### src/rtl/uart_fifo_bridge_if.sv
// Memory-mapped bus bundle between the SoC data-bus decoder and uart_fifo_bridge.
// The master modport is the decoder/core side and the slave modport is the bridge side.
interface uart_fifo_bridge_if;
    logic        sel;
    logic [31:0] mem_addr;
    logic [31:0] mem_wdata;
    logic        mem_we;
    logic        mem_re;
    logic [31:0] mem_rdata;
    logic        mem_ready;

    modport master (
        output sel, mem_addr, mem_wdata, mem_we, mem_re,
        input  mem_rdata, mem_ready
    );

    modport slave (
        input  sel, mem_addr, mem_wdata, mem_we, mem_re,
        output mem_rdata, mem_ready
    );
endinterface

### src/rtl/uart_fifo_bridge.sv
// uart_fifo_bridge: buffered, memory-mapped UART front end with TX/RX FIFOs,
// a TX drain state machine, sticky error flags and an optional interrupt.
// Build option: define UART_FIFO_IRQ_EN to enable irq_o and CTRL[4:2];
// without it, irq_o is tied low and CTRL[4:2] read as zero.
//
// state      | meaning
// B_IDLE     | bus idle, accepts a request and applies its side effect
// B_RESP     | mem_ready high for one cycle with registered read data
// T_IDLE     | TX idle, pops the FIFO head when enabled and uart_tx is free
// T_WAIT_HI  | byte loaded, waiting for uart_tx_busy to rise
// T_WAIT_LO  | byte shifting, waiting for uart_tx_busy to fall
module uart_fifo_bridge #(
    parameter int          TX_DEPTH   = 8,
    parameter int          RX_DEPTH   = 8,
    parameter logic [31:0] CTRL_RESET = 32'h0000_0003
) (
    input  logic                clk,
    input  logic                rst_n,
    uart_fifo_bridge_if.slave   bus,
    output logic                uart_tx_en_o,
    input  logic                uart_tx_busy_i,
    output logic [7:0]          uart_tx_data_o,
    output logic                uart_rx_en_o,
    input  logic                uart_rx_break_i,
    input  logic                uart_rx_valid_i,
    input  logic [7:0]          uart_rx_data_i,
    output logic                irq_o
);
    localparam int TAW = $clog2(TX_DEPTH);
    localparam int RAW = $clog2(RX_DEPTH);
    localparam logic [TAW:0] TX_ONE = 1;
    localparam logic [RAW:0] RX_ONE = 1;

    typedef enum logic {B_IDLE, B_RESP} b_state_e;
    typedef enum logic [1:0] {T_IDLE, T_WAIT_HI, T_WAIT_LO} t_state_e;

    b_state_e     b_state_q, b_state_d;
    t_state_e     t_state_q, t_state_d;
    logic [TAW:0] tx_wr_q, tx_wr_d, tx_rd_q, tx_rd_d;
    logic [RAW:0] rx_wr_q, rx_wr_d, rx_rd_q, rx_rd_d;
    logic [7:0]   tx_mem [TX_DEPTH];
    logic [7:0]   rx_mem [RX_DEPTH];
    logic [4:0]   ctrl_q, ctrl_d;
    logic         tx_ovf_q, tx_ovf_d, rx_ovr_q, rx_ovr_d, rx_brk_q, rx_brk_d;
    logic [31:0]  rdata_q, rdata_d;
    logic         tx_en_q, tx_en_d;
    logic [7:0]   tx_data_q, tx_data_d;

    logic         accept, wr_en, rd_en, ctrl_wr, stat_wr, tx_flush, rx_flush;
    logic [1:0]   reg_sel;
    logic         tx_empty, tx_full, rx_empty, rx_full, tx_active;
    logic [TAW:0] tx_level;
    logic [RAW:0] rx_level;
    logic         tx_push_req, tx_push, tx_pop, tx_ovf_set;
    logic         rx_push, rx_pop, rx_ovr_set;
    logic [31:0]  status;

    assign reg_sel  = bus.mem_addr[3:2];
    assign accept   = (b_state_q == B_IDLE) && bus.sel && (bus.mem_we || bus.mem_re);
    assign wr_en    = accept && bus.mem_we;
    assign rd_en    = accept && !bus.mem_we;
    assign ctrl_wr  = wr_en && (reg_sel == 2'd2);
    assign stat_wr  = wr_en && (reg_sel == 2'd1);
    assign tx_flush = ctrl_wr && bus.mem_wdata[8];
    assign rx_flush = ctrl_wr && bus.mem_wdata[9];

    assign tx_empty = (tx_wr_q == tx_rd_q);
    assign tx_full  = (tx_wr_q[TAW] != tx_rd_q[TAW]) && (tx_wr_q[TAW-1:0] == tx_rd_q[TAW-1:0]);
    assign rx_empty = (rx_wr_q == rx_rd_q);
    assign rx_full  = (rx_wr_q[RAW] != rx_rd_q[RAW]) && (rx_wr_q[RAW-1:0] == rx_rd_q[RAW-1:0]);
    assign tx_level = tx_wr_q - tx_rd_q;
    assign rx_level = rx_wr_q - rx_rd_q;

    // A same-cycle pop frees the slot, so a push into a full FIFO still lands.
    assign tx_pop      = (t_state_q == T_IDLE) && ctrl_q[0] && !tx_empty && !uart_tx_busy_i;
    assign tx_push_req = wr_en && (reg_sel == 2'd0);
    assign tx_push     = tx_push_req && (!tx_full || tx_pop);
    assign tx_ovf_set  = tx_push_req && tx_full && !tx_pop;
    assign rx_pop      = rd_en && (reg_sel == 2'd0) && !rx_empty;
    assign rx_push     = uart_rx_valid_i && !rx_flush && (!rx_full || rx_pop);
    assign rx_ovr_set  = uart_rx_valid_i && !rx_flush && rx_full && !rx_pop;

    assign tx_active = (t_state_q != T_IDLE) || uart_tx_busy_i;
    assign status    = {8'h00, 8'(rx_level), 8'(tx_level), tx_active, rx_brk_q, rx_ovr_q,
                        tx_ovf_q, rx_full, rx_empty, tx_full, tx_empty};

    // FIFO storage; no reset needed since occupancy is tracked by the pointers.
    always_ff @(posedge clk) begin
        if (tx_push) tx_mem[tx_wr_q[TAW-1:0]] <= bus.mem_wdata[7:0];
        if (rx_push) rx_mem[rx_wr_q[RAW-1:0]] <= uart_rx_data_i;
    end

    // Pointer next-state; a flush empties the FIFO and wins over a same-cycle push.
    always_comb begin
        tx_wr_d = tx_wr_q;
        tx_rd_d = tx_rd_q;
        rx_wr_d = rx_wr_q;
        rx_rd_d = rx_rd_q;
        if (tx_flush) begin
            tx_rd_d = tx_wr_q;
        end else begin
            if (tx_push) tx_wr_d = tx_wr_q + TX_ONE;
            if (tx_pop)  tx_rd_d = tx_rd_q + TX_ONE;
        end
        if (rx_flush) begin
            rx_rd_d = rx_wr_q;
        end else begin
            if (rx_push) rx_wr_d = rx_wr_q + RX_ONE;
            if (rx_pop)  rx_rd_d = rx_rd_q + RX_ONE;
        end
    end

    // Register file next-state: CTRL, sticky flags (hardware set beats W1C), read data.
    always_comb begin
        ctrl_d   = ctrl_q;
        tx_ovf_d = tx_ovf_set | (tx_ovf_q & ~(stat_wr & bus.mem_wdata[4]));
        rx_ovr_d = rx_ovr_set | (rx_ovr_q & ~(stat_wr & bus.mem_wdata[5]));
        rx_brk_d = uart_rx_break_i | (rx_brk_q & ~(stat_wr & bus.mem_wdata[6]));
        rdata_d  = 32'h0;
        if (ctrl_wr) begin
`ifdef UART_FIFO_IRQ_EN
            ctrl_d = bus.mem_wdata[4:0];
`else
            ctrl_d = {3'b000, bus.mem_wdata[1:0]};
`endif
        end
        if (rd_en) begin
            case (reg_sel)
                2'd0:    rdata_d = rx_empty ? 32'h0 : {23'h0, 1'b1, rx_mem[rx_rd_q[RAW-1:0]]};
                2'd1:    rdata_d = status;
                2'd2:    rdata_d = {27'h0, ctrl_q};
                default: rdata_d = 32'h0;
            endcase
        end
    end

    // Bus FSM next-state: one response cycle per accepted request.
    always_comb begin
        b_state_d = B_IDLE;
        if (b_state_q == B_IDLE && accept) b_state_d = B_RESP;
    end

    // TX drain FSM next-state and load strobe.
    always_comb begin
        t_state_d = t_state_q;
        tx_en_d   = 1'b0;
        tx_data_d = tx_data_q;
        case (t_state_q)
            T_IDLE: begin
                if (tx_pop) begin
                    tx_en_d   = 1'b1;
                    tx_data_d = tx_mem[tx_rd_q[TAW-1:0]];
                    t_state_d = T_WAIT_HI;
                end
            end
            T_WAIT_HI: if (uart_tx_busy_i)  t_state_d = T_WAIT_LO;
            T_WAIT_LO: if (!uart_tx_busy_i) t_state_d = T_IDLE;
            default:   t_state_d = T_IDLE;
        endcase
    end

    // State and register updates.
    always_ff @(posedge clk or negedge rst_n) begin
        if (!rst_n) begin
            b_state_q <= B_IDLE;
            t_state_q <= T_IDLE;
            tx_wr_q   <= '0;
            tx_rd_q   <= '0;
            rx_wr_q   <= '0;
            rx_rd_q   <= '0;
`ifdef UART_FIFO_IRQ_EN
            ctrl_q    <= CTRL_RESET[4:0];
`else
            ctrl_q    <= {3'b000, CTRL_RESET[1:0]};
`endif
            tx_ovf_q  <= 1'b0;
            rx_ovr_q  <= 1'b0;
            rx_brk_q  <= 1'b0;
            rdata_q   <= 32'h0;
            tx_en_q   <= 1'b0;
            tx_data_q <= 8'h00;
        end else begin
            b_state_q <= b_state_d;
            t_state_q <= t_state_d;
            tx_wr_q   <= tx_wr_d;
            tx_rd_q   <= tx_rd_d;
            rx_wr_q   <= rx_wr_d;
            rx_rd_q   <= rx_rd_d;
            ctrl_q    <= ctrl_d;
            tx_ovf_q  <= tx_ovf_d;
            rx_ovr_q  <= rx_ovr_d;
            rx_brk_q  <= rx_brk_d;
            rdata_q   <= rdata_d;
            tx_en_q   <= tx_en_d;
            tx_data_q <= tx_data_d;
        end
    end

    assign bus.mem_ready  = (b_state_q == B_RESP);
    assign bus.mem_rdata  = rdata_q;
    assign uart_tx_en_o   = tx_en_q;
    assign uart_tx_data_o = tx_data_q;
    assign uart_rx_en_o   = ctrl_q[1];

`ifdef UART_FIFO_IRQ_EN
    logic irq_q, irq_d;
    logic unused_bits;
    assign unused_bits = ^{bus.mem_addr[31:4], bus.mem_addr[1:0], bus.mem_wdata[31:10]};

    // Interrupt cause, registered so irq_o lags its cause by one cycle.
    always_comb begin
        irq_d = (ctrl_q[2] & !rx_empty)
              | (ctrl_q[3] & tx_empty & (t_state_q == T_IDLE))
              | (ctrl_q[4] & (tx_ovf_q | rx_ovr_q | rx_brk_q));
    end

    // Interrupt register.
    always_ff @(posedge clk or negedge rst_n) begin
        if (!rst_n) irq_q <= 1'b0;
        else        irq_q <= irq_d;
    end

    assign irq_o = irq_q;
`else
    logic unused_bits;
    assign unused_bits = ^{bus.mem_addr[31:4], bus.mem_addr[1:0], bus.mem_wdata[31:10],
                           bus.mem_wdata[3:2]};
    assign irq_o = 1'b0;
`endif
endmodule

### src/flat_wrapper.sv
// flat-port wrapper written by rule: the top's interface ports become plain ports
module uart_fifo_bridge_flat 
#(
    parameter int          TX_DEPTH   = 8,
    parameter int          RX_DEPTH   = 8,
    parameter logic [31:0] CTRL_RESET = 32'h0000_0003
)
  (clk, rst_n, uart_tx_en_o, uart_tx_busy_i, uart_tx_data_o, uart_rx_en_o, uart_rx_break_i, uart_rx_valid_i, uart_rx_data_i, irq_o, bus_sel, bus_mem_addr, bus_mem_wdata, bus_mem_we, bus_mem_re, bus_mem_rdata, bus_mem_ready);
  uart_fifo_bridge_if bus_i ();
  input  logic clk;
  input  logic rst_n;
  output logic uart_tx_en_o;
  input  logic uart_tx_busy_i;
  output logic [7:0] uart_tx_data_o;
  output logic uart_rx_en_o;
  input  logic uart_rx_break_i;
  input  logic uart_rx_valid_i;
  input  logic [7:0] uart_rx_data_i;
  output logic irq_o;
  input wire logic [$bits(bus_i.sel)-1:0] bus_sel;
  input wire logic [$bits(bus_i.mem_addr)-1:0] bus_mem_addr;
  input wire logic [$bits(bus_i.mem_wdata)-1:0] bus_mem_wdata;
  input wire logic [$bits(bus_i.mem_we)-1:0] bus_mem_we;
  input wire logic [$bits(bus_i.mem_re)-1:0] bus_mem_re;
  output wire logic [$bits(bus_i.mem_rdata)-1:0] bus_mem_rdata;
  output wire logic [$bits(bus_i.mem_ready)-1:0] bus_mem_ready;
  assign bus_i.sel = bus_sel;
  assign bus_i.mem_addr = bus_mem_addr;
  assign bus_i.mem_wdata = bus_mem_wdata;
  assign bus_i.mem_we = bus_mem_we;
  assign bus_i.mem_re = bus_mem_re;
  assign bus_mem_rdata = bus_i.mem_rdata;
  assign bus_mem_ready = bus_i.mem_ready;
  uart_fifo_bridge #(.TX_DEPTH(TX_DEPTH), .RX_DEPTH(RX_DEPTH), .CTRL_RESET(CTRL_RESET)) u_core (.clk(clk), .rst_n(rst_n), .bus(bus_i), .uart_tx_en_o(uart_tx_en_o), .uart_tx_busy_i(uart_tx_busy_i), .uart_tx_data_o(uart_tx_data_o), .uart_rx_en_o(uart_rx_en_o), .uart_rx_break_i(uart_rx_break_i), .uart_rx_valid_i(uart_rx_valid_i), .uart_rx_data_i(uart_rx_data_i), .irq_o(irq_o));
endmodule
### config.mk
export PLATFORM = sky130hd
export DESIGN_NAME = uart_fifo_bridge_flat
export DESIGN_NICKNAME = d
export VERILOG_FILES = /design/src/rtl/uart_fifo_bridge_if.sv /design/src/rtl/uart_fifo_bridge.sv /design/src/flat_wrapper.sv
export SDC_FILE = /design/constraint.sdc
export NUM_CORES = 1
export LEC_CHECK = 0
export CORE_ASPECT_RATIO = 0.6
export CORE_MARGIN = 2
export CORE_UTILIZATION = 48
export DETAILED_ROUTE_END_ITERATION = 10
export GPL_ROUTABILITY_DRIVEN = 0
export GPL_TIMING_DRIVEN = 0
export PLACE_DENSITY = 0.76
export SLEW_MARGIN = 20
export SYNTH_ARGS = -nofsm -noshare
export SYNTH_HDL_FRONTEND = slang
export SYNTH_SLANG_ARGS = --single-unit
### constraint.sdc
create_clock -name clk -period 2.8 [get_ports clk]
set_input_delay 0.28 -clock clk [delete_from_list [all_inputs] [get_ports clk]]
set_output_delay 0.28 -clock clk [all_outputs]
set_load 0.05 [all_outputs]
==> impl_metrics.prom <==
# TYPE chip_impl_metric gauge
chip_impl_info{name="status",value="finished, final reports clean"} 1
chip_impl_metric{name="timing.critical_path.fanout_max",unit=""} 10
chip_impl_metric{name="die_w",unit="um"} 164
chip_impl_metric{name="via_per_inst",unit=""} 5.65
chip_impl_metric{name="r2r_setup_slack",unit="ns"} 0.07
chip_impl_metric{name="num-nets-final",unit=""} 639
chip_impl_metric{name="timing.slew.headroom",unit="%"} 55.5
chip_impl_metric{name="post-route-period-util",unit="%"} 97.5
chip_impl_metric{name="synth-seq-area-share",unit="%"} 68.9
chip_impl_metric{name="clk_path_buf_depth",unit=""} 2
chip_impl_metric{name="syn_area",unit="um^2"} 7360
chip_impl_metric{name="clk_pin_slew_worst_paths",unit="ns"} 0.07
chip_impl_metric{name="antenna_violating_nets_post_route",unit=""} 0
chip_impl_info{name="timing.critical_path.from",value="u_core.tx_rd_q[1]"} 1
chip_impl_metric{name="synth_edf_count",unit=""} 128
chip_impl_info{name="mostFrequentLayoutCells",value="128 x sky130_fd_sc_hd__edfxtp_1, 53 x sky130_fd_sc_hd__clkdlybuf4s50_1, 46 x sky130_fd_sc_hd__dfrtp_1"} 1
chip_impl_metric{name="fin_worst_skew",unit="ns"} 0.0120
chip_impl_info{name="synth_flop_cell",value="sky130_fd_sc_hd__edfxtp_1"} 1
chip_impl_metric{name="achievable-frequency",unit="MHz"} 366
chip_impl_metric{name="worst_case_reg_to_reg_path_depth",unit=""} 9
chip_impl_metric{name="cp.arrival",unit="ns"} 2.92
chip_impl_metric{name="routed_wirelength",unit="um"} 16200
chip_impl_metric{name="ys.warnings.count",unit=""} 0
chip_impl_metric{name="drt_drc_violations_left",unit=""} 0
chip_impl_info{name="critPathKind",value="flop to flop"} 1
chip_impl_info{name="layout_commonest_cell",value="sky130_fd_sc_hd__edfxtp_1"} 1
chip_impl_metric{name="critPathRequiredTime",unit="ns"} 2.99
chip_impl_info{name="reg2reg_from",value="u_core.tx_rd_q[1]"} 1
chip_impl_metric{name="antenna_violations_before_repair",unit=""} 0
chip_impl_info{name="grt_setup_unrepaired",value="no"} 1
chip_impl_metric{name="worst_ir_drop_vdd",unit="mV"} 0.478
chip_impl_metric{name="drt-wirelength-per-cell",unit="um"} 21.4
chip_impl_metric{name="initial_utilization",unit="%"} 50.0
chip_impl_metric{name="syn-instance-count",unit=""} 447
chip_impl_info{name="cts.root.buffer_cell",value="sky130_fd_sc_hd__clkbuf_16"} 1
chip_impl_info{name="end_kind",value="flop"} 1
chip_impl_metric{name="inserted_clock_buffers",unit=""} 17
chip_impl_metric{name="synth.avg_cell_area",unit="um^2"} 16.5
chip_impl_metric{name="design.portCount",unit=""} 124
chip_impl_metric{name="number_of_fillers_in_the_final_layout",unit=""} 1040
chip_impl_metric{name="maximum_number_of_pins_on_one_net_before_global_route_repair",unit=""} 33
chip_impl_metric{name="core_area",unit="um^2"} 14700
chip_impl_metric{name="io_buffer_count",unit=""} 54
chip_impl_metric{name="detail_route.first_pass.iterations",unit=""} 5
chip_impl_metric{name="htree_levels",unit=""} 4
chip_impl_metric{name="cts.sinks",unit=""} 177
chip_impl_metric{name="die_h",unit="um"} 99.9
chip_impl_info{name="setup.worst_path.start_class",value="flop"} 1
chip_impl_metric{name="transition_time_at_the_pin_with_the_least_slew_margin",unit="ns"} 0.666
chip_impl_metric{name="report.final.slew_viol_count",unit=""} 0
chip_impl_metric{name="via_count_of_the_first_global_routing_pass",unit=""} 4244
chip_impl_metric{name="die_area",unit="um^2"} 16400
chip_impl_info{name="tritoncts_clock_tree",value="yes"} 1
chip_impl_metric{name="place.detailed.hpwl",unit="um"} 10900
chip_impl_metric{name="later_pin_clock_latency_in_the_skew_report",unit="ns"} 0.43
chip_impl_metric{name="number_of_different_library_cells_in_the_post_synthesis_netlist",unit=""} 50
chip_impl_metric{name="grt-ovfl-total",unit=""} 0
chip_impl_metric{name="num_antenna_cells",unit=""} 0
chip_impl_metric{name="drive_above_1_share",unit="%"} 24.5
chip_impl_info{name="crit-reg2reg-capture",value="u_core.tx_mem[4][5]"} 1
chip_impl_metric{name="synthesis_to_layout_area_growth",unit="%"} 24.4
chip_impl_metric{name="final.min_clock_period",unit="ns"} 2.73
chip_impl_metric{name="power-per-cell-area",unit="nW/um^2"} 1000
chip_impl_metric{name="cap_violations",unit=""} 0
chip_impl_metric{name="wire_length_of_the_first_global_routing_pass",unit="um"} 24900
chip_impl_metric{name="hold_viol",unit=""} 0
chip_impl_info{name="top_post_synthesis_cells_by_area",value="sky130_fd_sc_hd__edfxtp_1 52%, sky130_fd_sc_hd__dfrtp_1 16%, sky130_fd_sc_hd__mux4_2 9.8%"} 1
chip_impl_metric{name="postSynthRegisterBits",unit=""} 177
chip_impl_metric{name="setup_ws",unit="ns"} 0.0710
chip_impl_metric{name="p_total",unit="mW"} 9.19
chip_impl_info{name="synth_top_area_cell",value="sky130_fd_sc_hd__edfxtp_1"} 1
chip_impl_metric{name="setup_violations",unit=""} 0
chip_impl_metric{name="vias",unit=""} 4284
chip_impl_info{name="class_of_the_tightest_hold_or_removal_check",value="input port to async pin"} 1
chip_impl_metric{name="static-leakage-power",unit="nW"} 3.40
chip_impl_metric{name="num_rows",unit=""} 34
chip_impl_metric{name="place_worst_setup_slack",unit="ns"} -0.863
chip_impl_metric{name="total_routing_usage_gr",unit="%"} 21.1
chip_impl_metric{name="post-synth-top-area-fraction",unit="%"} 52.2
chip_impl_metric{name="ys_async_sr_fraction",unit="%"} 27.7
chip_impl_metric{name="initialDrtViolationCount",unit=""} 342
-- sequential cells by signal, indices dropped and copies added, names as in the netlist --
signal,flops
u_core.rx_mem,64
u_core.tx_mem,64
u_core.bus.mem_rdata,16
u_core.uart_tx_data_o,8
u_core.rx_rd_q,4
u_core.rx_wr_q,4
u_core.tx_rd_q,4
u_core.tx_wr_q,4
u_core.ctrl_q,2
u_core.t_state_q,2
u_core.bus.mem_ready,1
u_core.rx_brk_q,1
u_core.rx_ovr_q,1
u_core.tx_ovf_q,1
u_core.uart_tx_en_o,1
-- worst max-delay path by stage --
stage | endpoint | cells after the start
after CTS | u_core.tx_mem[4][6] | 9
final | u_core.tx_mem[4][5] | 9
after global routing | u_core.tx_mem[4][6] | 9
after detailed placement | u_core.tx_mem[3][2] | 8
after global placement | u_core.rx_mem[1][2] | 8
after floorplan | u_core.rx_mem[1][0] | 8
-- worst max-delay path: stages, from the launching register on --
cell and delay (ns):
sky130_fd_sc_hd__dfrtp_1 0.35, sky130_fd_sc_hd__clkbuf_4 0.25, sky130_fd_sc_hd__buf_4 0.25, sky130_fd_sc_hd__inv_1 0.10, sky130_fd_sc_hd__ha_1 0.34, sky130_fd_sc_hd__nand3_2 0.22
sky130_fd_sc_hd__o311a_4 0.45, sky130_fd_sc_hd__nand2_1 0.28, sky130_fd_sc_hd__nor3_4 0.09, sky130_fd_sc_hd__buf_12 0.16
-- cells in the mapped netlist (all sizes together) (5+ instances only) --
| cell | count |
|---|---|
| nor2 | 31 |
| mux2i | 16 |
| and3 | 5 |
| ha | 10 |
| edfxtp | 128 |
| xor2 | 7 |
| o21ai | 13 |
| o22ai | 6 |
| a21oi | 11 |
| nand3 | 8 |
| nand2 | 21 |
| nand4 | 5 |
| buf | 27 |
| mux4 | 32 |
| nor3 | 8 |
| clkbuf | 6 |
| inv | 17 |
| xnor2 | 10 |
| dfrtp | 47 |
-- kinds of logic after synthesis --
group | Yosys count | share of synthesized area [%]
muxes | 52 | 12.6
adders and majority gates | 12 | 2.24
xor gates and xnor gates | 17 | 2.13
other | 1 | 0.0510
and+or+nand+nor | 95 | 6.62
DFF | 177 | 68.9
AOI/OAI and AO/OA | 43 | 3.74
buffers and inverters | 50 | 3.64
-- metal layers --
layer  up-vias  part of all wire, %  global-route usage (%)
li1       1876                    -                       -
met1      2183                   45                    31.9
met2       203                   44                    30.4
met3        22                  9.0                    5.17
met4         0                  1.4                    6.55
met5         -                    0                       0
-- power by group --
part | leakage, nW | internal, mW | total, mW | switching [mW]
Combinational | 1.31 | 1.32 | 3.17 | 1.86
Sequential | 1.77 | 3.20 | 3.49 | 0.292
Clock | 0.313 | 1.45 | 2.52 | 1.07
-- repair_timing --
| item | 4_1_cts | 5_1_grt |
|---|---|---|
| pin swaps | 7 | 0 |
| gates cloned | 0 | 0 |
| setup endpoints to repair | 144 | 62 |
| hold buffers | 1 | 0 |
| setup buffers | 7 | 2 |
| endpoints found under the hold margin | 17 | 0 |
| gates resized for setup | 32 | 1 |
-- per-stage QoR --
stage / instance area, um^2 / utilization (%) / setup TNS (ns) / hold WS (ns) / cells
after floorplan: 7430 / - / 0 / -0.0156 / 463
after global placement: 8220 / 55.8 / -78.53 / 0.463 / 715
after detailed placement: 8250 / 56.0 / -88.85 / 0.245 / 717
after CTS: 9130 / 62.1 / 0 / 0.326 / 756
after global routing: 9150 / 62.2 / 0 / 0.351 / 758
final: 9150 / 62.2 / 0 / 0.326 / 758
-- cell type report --
type	count	area [um^2]	area share, %
clock inverters	15	215	2.35
inverters	17	63.8	0.697
clock buffers	17	425	4.65
multi-input cells	236	2220	24.2
repair buffers	66	703	7.68
flip-flops and latches	177	5070	55.4
well taps	198	248	2.71
plain buffers	32	209	2.28
Power figures use the tool's default switching activity.
==> edit 1: new RTL, same flow settings <==
Re-encode `t_state_e` (3 states) as one-hot, 3 bits wide.
--- a/src/rtl/uart_fifo_bridge.sv
+++ b/src/rtl/uart_fifo_bridge.sv
@@ -32,7 +32,7 @@
     localparam logic [RAW:0] RX_ONE = 1;
 
     typedef enum logic {B_IDLE, B_RESP} b_state_e;
-    typedef enum logic [1:0] {T_IDLE, T_WAIT_HI, T_WAIT_LO} t_state_e;
+    typedef enum logic [2:0] {T_IDLE = 3'b001, T_WAIT_HI = 3'b010, T_WAIT_LO = 3'b100} t_state_e;
 
     b_state_e     b_state_q, b_state_d;
     t_state_e     t_state_q, t_state_d;
Function: no difference found for any inputs over 4 cycles, from zero or initial values and one cycle with rst_n low; so few cycles prove little.
==> edit 1 against the original RTL <==
The flow now finishes with violations (negative setup slack); sequential power about the same; hold slack better by 0.061 ns; clock power down 8%; synthesized area about the same; via count up 1.5%; cell area up 0.31%; combinational power down 5%; wire length down 0.32%; power down 3.6%; global-route usage down 0.31 points; sequential cell count up 1; worst setup slack worse by 0.16 ns.
==> edit 1: results (changes against the original RTL) <==
synthesis:
  synthMuxAreaShare_pct: 12.6  # -0.062 points
  synth.distinct_cells: 46  # -8.0%
  async_flop_share_pct: 28.1  # +0.41 points
  synthAdderAreaFrac_pct: 2.24  # about the same
  synthXorXnorAreaFrac_pct: 1.90  # -0.22 points
  synth_enable_flop_cells: 128  # unchanged
  synthTopCellsByCount: "edfxtp_1 (128), dfrtp_1 (47), mux4_2 (32)"
  synthFlopType: "edfxtp_1"
  avgSynthCellArea_um2: 16.3  # -0.80%
  synth_area_leaders: "edfxtp_1 (52%), dfrtp_1 (16%), mux4_2 (9.8%), mux2i_1 (2.2%), buf_4 (1.7%)"
  yosysWarningCount: 0  # unchanged
  synth_top_family_by_area: "multiplexers"
  synth_compound_area_share_pct: 4.15  # +0.40 points
  yosysSeqAreaShare_pct: 69.2  # +0.30 points
worst_setup_path:
  rr_endpoint: "u_core.rx_mem[5][1]$_DFFE_PP_"
  critPathTopFamily: "simple AND/OR/NAND/NOR gates"
  crit_path_end: "u_core.rx_mem[5][1]$_DFFE_PP_"
  max_stage_delay_ns: 0.64  # +0.19 ns
  critical_path.max_fanout: 11  # +1
  r2r_start: "u_core.rx_rd_q[2]$_DFFE_PN0P_"
  r2r_cells: 6  # -3
  cpMaxStageDelayCell: "dfrtp_1"
  setup.worst_path.start_class: "flop"
layout:
  fillers: 1074  # +3.3%
  diodes: 0  # unchanged
  finalNetCount: 647  # +1.3%
  drive_gt1_share_pct: 23.2  # -1.2 points
clock_network:
  clockBufferDepth: 2  # unchanged
  clock-root-buffer: "clkbuf_16"
  clk_pin_slew_worst_paths_ns: 0.07  # about the same
  numCtsBuffers: 17  # unchanged
  clk_latency_ns: 0.43  # about the same
  h-tree-depth: 4  # unchanged
place:
  place_inst: 725  # +1.1%
  dp_slack_ns: -1.07  # -0.206 ns
  hpwl_mm: 10.5  # -4.1%
  port_buffers: 54  # unchanged
route:
  first_iter_violations: 461  # +35%
  routedWlPerCell_um: 21.0  # -2.0%
  num_vias: 4347  # +1.5%
  drc: 0  # unchanged
  vias_per_cell: 5.64  # -0.24%
  first_pass_iters: 5  # unchanged
global_routing:
  grt_usage_pct: 20.8  # -0.31 points
  grt_overflow: 0  # unchanged
  grt_pass1_wl_mm: 24.7  # -0.58%
  antenna_found_initial: 0  # unchanged
  grt_max_degree: 27  # -18%
hold_path:
  hp-class: "in2async"
outcome:
  violations: "negative setup slack"
  outcome: "complete, but fails checks"
power_and_ir_drop:
  leakage_uw: 0.00339  # -0.21%
  ir_worst_vdd_mv: 0.439  # -8.0%
  switching_share_pct: 34.7  # -0.33 points
sta:
  setup_viol: 16  # +16
  postLayoutSetupSlackWorst_ns: -0.0864  # -0.157 ns
  slew_headroom_pct: 39.7  # -16 points
  skew_ns: 0.00732  # -0.00468 ns
[edit 1: layer usage]
metal | GRT usage [%] | part of all wire [%]
met2 | 29.5 | 44
met5 | 0 | 0
met1 | 30.3 | 44
met3 | 6.20 | 11
met4 | 8.50 | 1.8
[edit 1: repair_timing]
action	CTS	global route
endpoints found under the setup margin	138	101
endpoints found under the hold margin	24	0
setup buffers	12	2
pin swaps	7	3
hold buffers	1	0
gates cloned	0	0
resized for setup	26	6
[edit 1: cell type report]
type / instances / area (um^2) / area share, %
Clock inverter: 14 / 154 / 1.68
Multi-Input combinational cell: 234 / 2190 / 23.8
Buffer: 34 / 208 / 2.26
Sequential cell: 178 / 5100 / 55.5
Inverter: 20 / 78.8 / 0.858
Tap cell: 203 / 254 / 2.77
Clock buffer: 18 / 429 / 4.67
Timing Repair Buffer: 70 / 771 / 8.39
[edit 1: logic make-up after synthesis]
logic type	Yosys count
flip-flops	178
buffers and inverters	55
AND/OR/NAND/NOR	89
XOR/XNOR	16
other	1
multiplexers	52
AO/OA/AOI/OAI	48
adder cells (fa/ha/maj)	12
[edit 1: metrics by stage]
stage / hold slack, ns / TNS, ns / instance area, um^2 / util [%]
3_5_place_dp: 0.316 / -76.99 / 8270 / 54.6
5_1_grt: 0.432 / -4.24 / 9180 / 60.6
6_report: 0.387 / -1.08 / 9180 / 60.6
3_3_place_gp: 0.464 / -83.34 / 8230 / 54.3
4_1_cts: 0.400 / 0 / 9140 / 60.3
2_1_floorplan: -0.0156 / -3.62 / 7430 / -
[edit 1: power groups by stage]
stage	clock network, uW	registers (uW)	logic, uW
finish	2330	3500	3020
CTS	2360	3480	2940
detailed placement	0	3490	2820
global route	2470	3530	3260
global placement	0	3470	2730
floorplan	0	3680	1800
==> edit 2: new RTL, config.mk and constraints unchanged <==
Made on the original files. `RX_DEPTH` is set to 8 in 2 places; all go to 4.
--- a/src/rtl/uart_fifo_bridge.sv
+++ b/src/rtl/uart_fifo_bridge.sv
@@ -11,7 +11,7 @@
 // T_WAIT_LO  | byte shifting, waiting for uart_tx_busy to fall
 module uart_fifo_bridge #(
     parameter int          TX_DEPTH   = 8,
-    parameter int          RX_DEPTH   = 8,
+    parameter int          RX_DEPTH   = 4,
     parameter logic [31:0] CTRL_RESET = 32'h0000_0003
 ) (
     input  logic                clk,
--- a/src/flat_wrapper.sv
+++ b/src/flat_wrapper.sv
@@ -2,7 +2,7 @@
 module uart_fifo_bridge_flat 
 #(
     parameter int          TX_DEPTH   = 8,
-    parameter int          RX_DEPTH   = 8,
+    parameter int          RX_DEPTH   = 4,
     parameter logic [31:0] CTRL_RESET = 32'h0000_0003
 )
   (clk, rst_n, uart_tx_en_o, uart_tx_busy_i, uart_tx_data_o, uart_rx_en_o, uart_rx_break_i, uart_rx_valid_i, uart_rx_data_i, irq_o, bus_sel, bus_mem_addr, bus_mem_wdata, bus_mem_we, bus_mem_re, bus_mem_rdata, bus_mem_ready);
Check against the original RTL: not equivalent (a bounded check fails within 10 cycles, from zero or initial values and one cycle with rst_n low).
==> edit 2 against the original RTL <==
Sequential cell count shrank 35; worst setup slack improved by 0.024 ns; power shrank 18%; synthesized cell count fell by 14%; maximum frequency up 0.90%; cell area is 17% lower; via count decreased by 16%; global-route usage barely moved; non-clock buffer count is 5 lower; synthesized area decreased by 19%; sequential power shrank 19%; count of clock-buffer cells in the layout up 9; wire length decreased by 18%; critical path type unchanged; highest routed layer unchanged.
==> edit 2: results (changes against the original RTL) <==
outcome:
  outcome: "finished, final reports clean"
layout:
  finalNetCount: 576  # -9.9%
  diodes: 0  # unchanged
  stdcell_count: 660  # -13%
  fillers: 859  # -17%
  drive_gt1_share_pct: 22.8  # -1.6 points
worst_setup_path:
  rrSetupSlack_ns: 0.1  # +0.02 ns
  r2r_cells: 9  # unchanged
  cp.arrival_ns: 2.88  # -0.04 ns
  r2r_start: "u_core.tx_rd_q[1]$_DFFE_PN0P_"
  rr_endpoint: "u_core.tx_mem[4][0]$_DFFE_PP_"
route:
  dr_wl_met2_mm: 6.34  # -12%
  num_vias: 3616  # -16%
  routedLengthMet1_mm: 5.85  # -21%
  routedWlPerCell_um: 20.3  # -5.5%
  topRoutingLayerUsed: "met4"
  wl_met3_mm: 1.05  # -28%
  first_pass_iters: 5  # unchanged
  first_iter_violations: 367  # +7.3%
place:
  dp_slack_ns: -0.880  # -0.0162 ns
  place_inst: 619  # -14%
  dpl-instance-area_um2: 6820  # -17%
  hpwl_mm: 8.75  # -20%
  port_buffers: 53  # -1.9%
clock_network:
  h-tree-depth: 4  # unchanged
  clockBufferDepth: 2  # unchanged
  clk_latency_ns: 0.41  # -0.02 ns
  clk_pin_slew_worst_paths_ns: 0.06
hold_path:
  hp-class: "in2async"
synthesis:
  synth_compound_area_share_pct: 4.78  # +1.0 points
  synth_enable_flop_cells: 96  # -25%
  async_flop_share_pct: 32.4  # +4.7 points
  yosysWarningCount: 0  # unchanged
  synthCells: 383  # -14%
  synthXorXnorAreaFrac_pct: 2.34  # +0.21 points
  synth.distinct_cells: 46  # -8.0%
  synth_area_leaders: "edfxtp_1 (48%), dfrtp_1 (18%), mux4_2 (9.0%), ha_1 (2.5%), buf_4 (2.4%)"
  yosysSeqAreaShare_pct: 67.3  # -1.6 points
  synthTopCellsByCount: "edfxtp_1 (96), dfrtp_1 (44), nand2_1 (29)"
  synthMuxAreaShare_pct: 10.9  # -1.7 points
  synthAdderAreaFrac_pct: 3.17  # +0.93 points
global_routing:
  grt_max_degree: 33  # unchanged
  grt_pass1_wl_mm: 20.9  # -16%
  use_met1_pct: 30.3  # -1.7 points
  met2_usage_pct: 32.2  # +1.8 points
  antenna_found_initial: 0  # unchanged
  grt_usage_pct: 21.1  # -0.032 points
  grt.met3_usage_pct: 6.26  # +1.1 points
  grt_pass1_vias: 3705  # -13%
sta:
  hold_slack_ns: 0.323  # -0.00280 ns
  slew_headroom_pct: 50.5  # -5.0 points
  skew_ns: 0.00648  # -0.00551 ns
power_and_ir_drop:
  leakage_uw: 0.00293  # -14%
  ir_worst_vdd_mv: 0.490  # +2.6%
==> edit 2: changes by cell type after synthesis, moves of 5 or more <==
cell,delta
nand3_1,+5
o22ai_1,-6
o21ai_1,-8
nand4_1,-5
o21ai_0,+7
edfxtp_1,-32
nand2_1,+8
mux2i_1,-7
nor2_1,-12
mux4_2,-8
==> edit 2: cells by family (layout without fill, tap and decap cells) <==
family | Yosys count | after routing
muxes | 35 | 35
xor gates and xnor gates | 16 | 16
other | 1 | 18
DFF | 142 | 142
adders and majority gates | 14 | 14
buffers and inverters | 41 | 136
and+or+nand+nor | 90 | 90
AOI/OAI and AO/OA | 44 | 44
==> edit 2: critical path, cell delays in order, from the launching register on <==
cell      delay (ns)
dfrtp_1         0.35
clkbuf_4        0.23
buf_4           0.25
inv_1           0.12
ha_1            0.34
nand3_2         0.21
o311a_4         0.46
nand2_1         0.26
nor3_4          0.09
buf_12          0.16
==> edit 2: worst max path at each step <==
stage	startpoint	to	slack, ns	depth (start not counted)
floorplan	u_core.tx_rd_q[1]$_DFFE_PN0P_	u_core.tx_mem[1][0]$_DFFE_PP_	0.14	8
CTS	u_core.tx_rd_q[1]$_DFFE_PN0P_	u_core.tx_mem[4][1]$_DFFE_PP_	0.01	9
detailed placement	u_core.tx_rd_q[1]$_DFFE_PN0P_	u_core.tx_mem[3][7]$_DFFE_PP_	-0.88	8
global route	u_core.tx_rd_q[1]$_DFFE_PN0P_	u_core.tx_mem[4][0]$_DFFE_PP_	-0.006	9
global placement	u_core.tx_rd_q[1]$_DFFE_PN0P_	u_core.tx_mem[2][6]$_DFFE_PP_	-0.70	8
finish	u_core.tx_rd_q[1]$_DFFE_PN0P_	u_core.tx_mem[4][0]$_DFFE_PP_	0.1	9
==> edit 2: repair_timing <==
| action | in CTS | in global routing |
|---|---|---|
| resized for setup | 22 | 5 |
| endpoints found under the hold margin | 14 | 0 |
| hold buffers | 1 | 0 |
| pin swaps | 5 | 0 |
| setup buffers | 7 | 2 |
| endpoints found under the setup margin | 111 | 90 |
==> edit 2: report_power, final <==
group / switching [uW] / leakage (uW) / internal [uW]
clock: 798 / 0.000298 / 1450
sequential: 263 / 0.00145 / 2570
combinational: 1470 / 0.00118 / 1020
total: 2530 / 0.00293 / 5040
==> edit 2: final cells by class <==
| class | count | area (um^2) | area share (%) |
|---|---|---|---|
| sequential | 142 | 4040 | 52.9 |
| multi-input combinational | 217 | 1880 | 24.6 |
| timing repair buffer | 64 | 673 | 8.82 |
| clock buffer | 26 | 519 | 6.81 |
| tap | 165 | 206 | 2.71 |
| buffer | 29 | 193 | 2.53 |
| clock inverter | 6 | 78.8 | 1.03 |
| inverter | 11 | 41.3 | 0.541 |
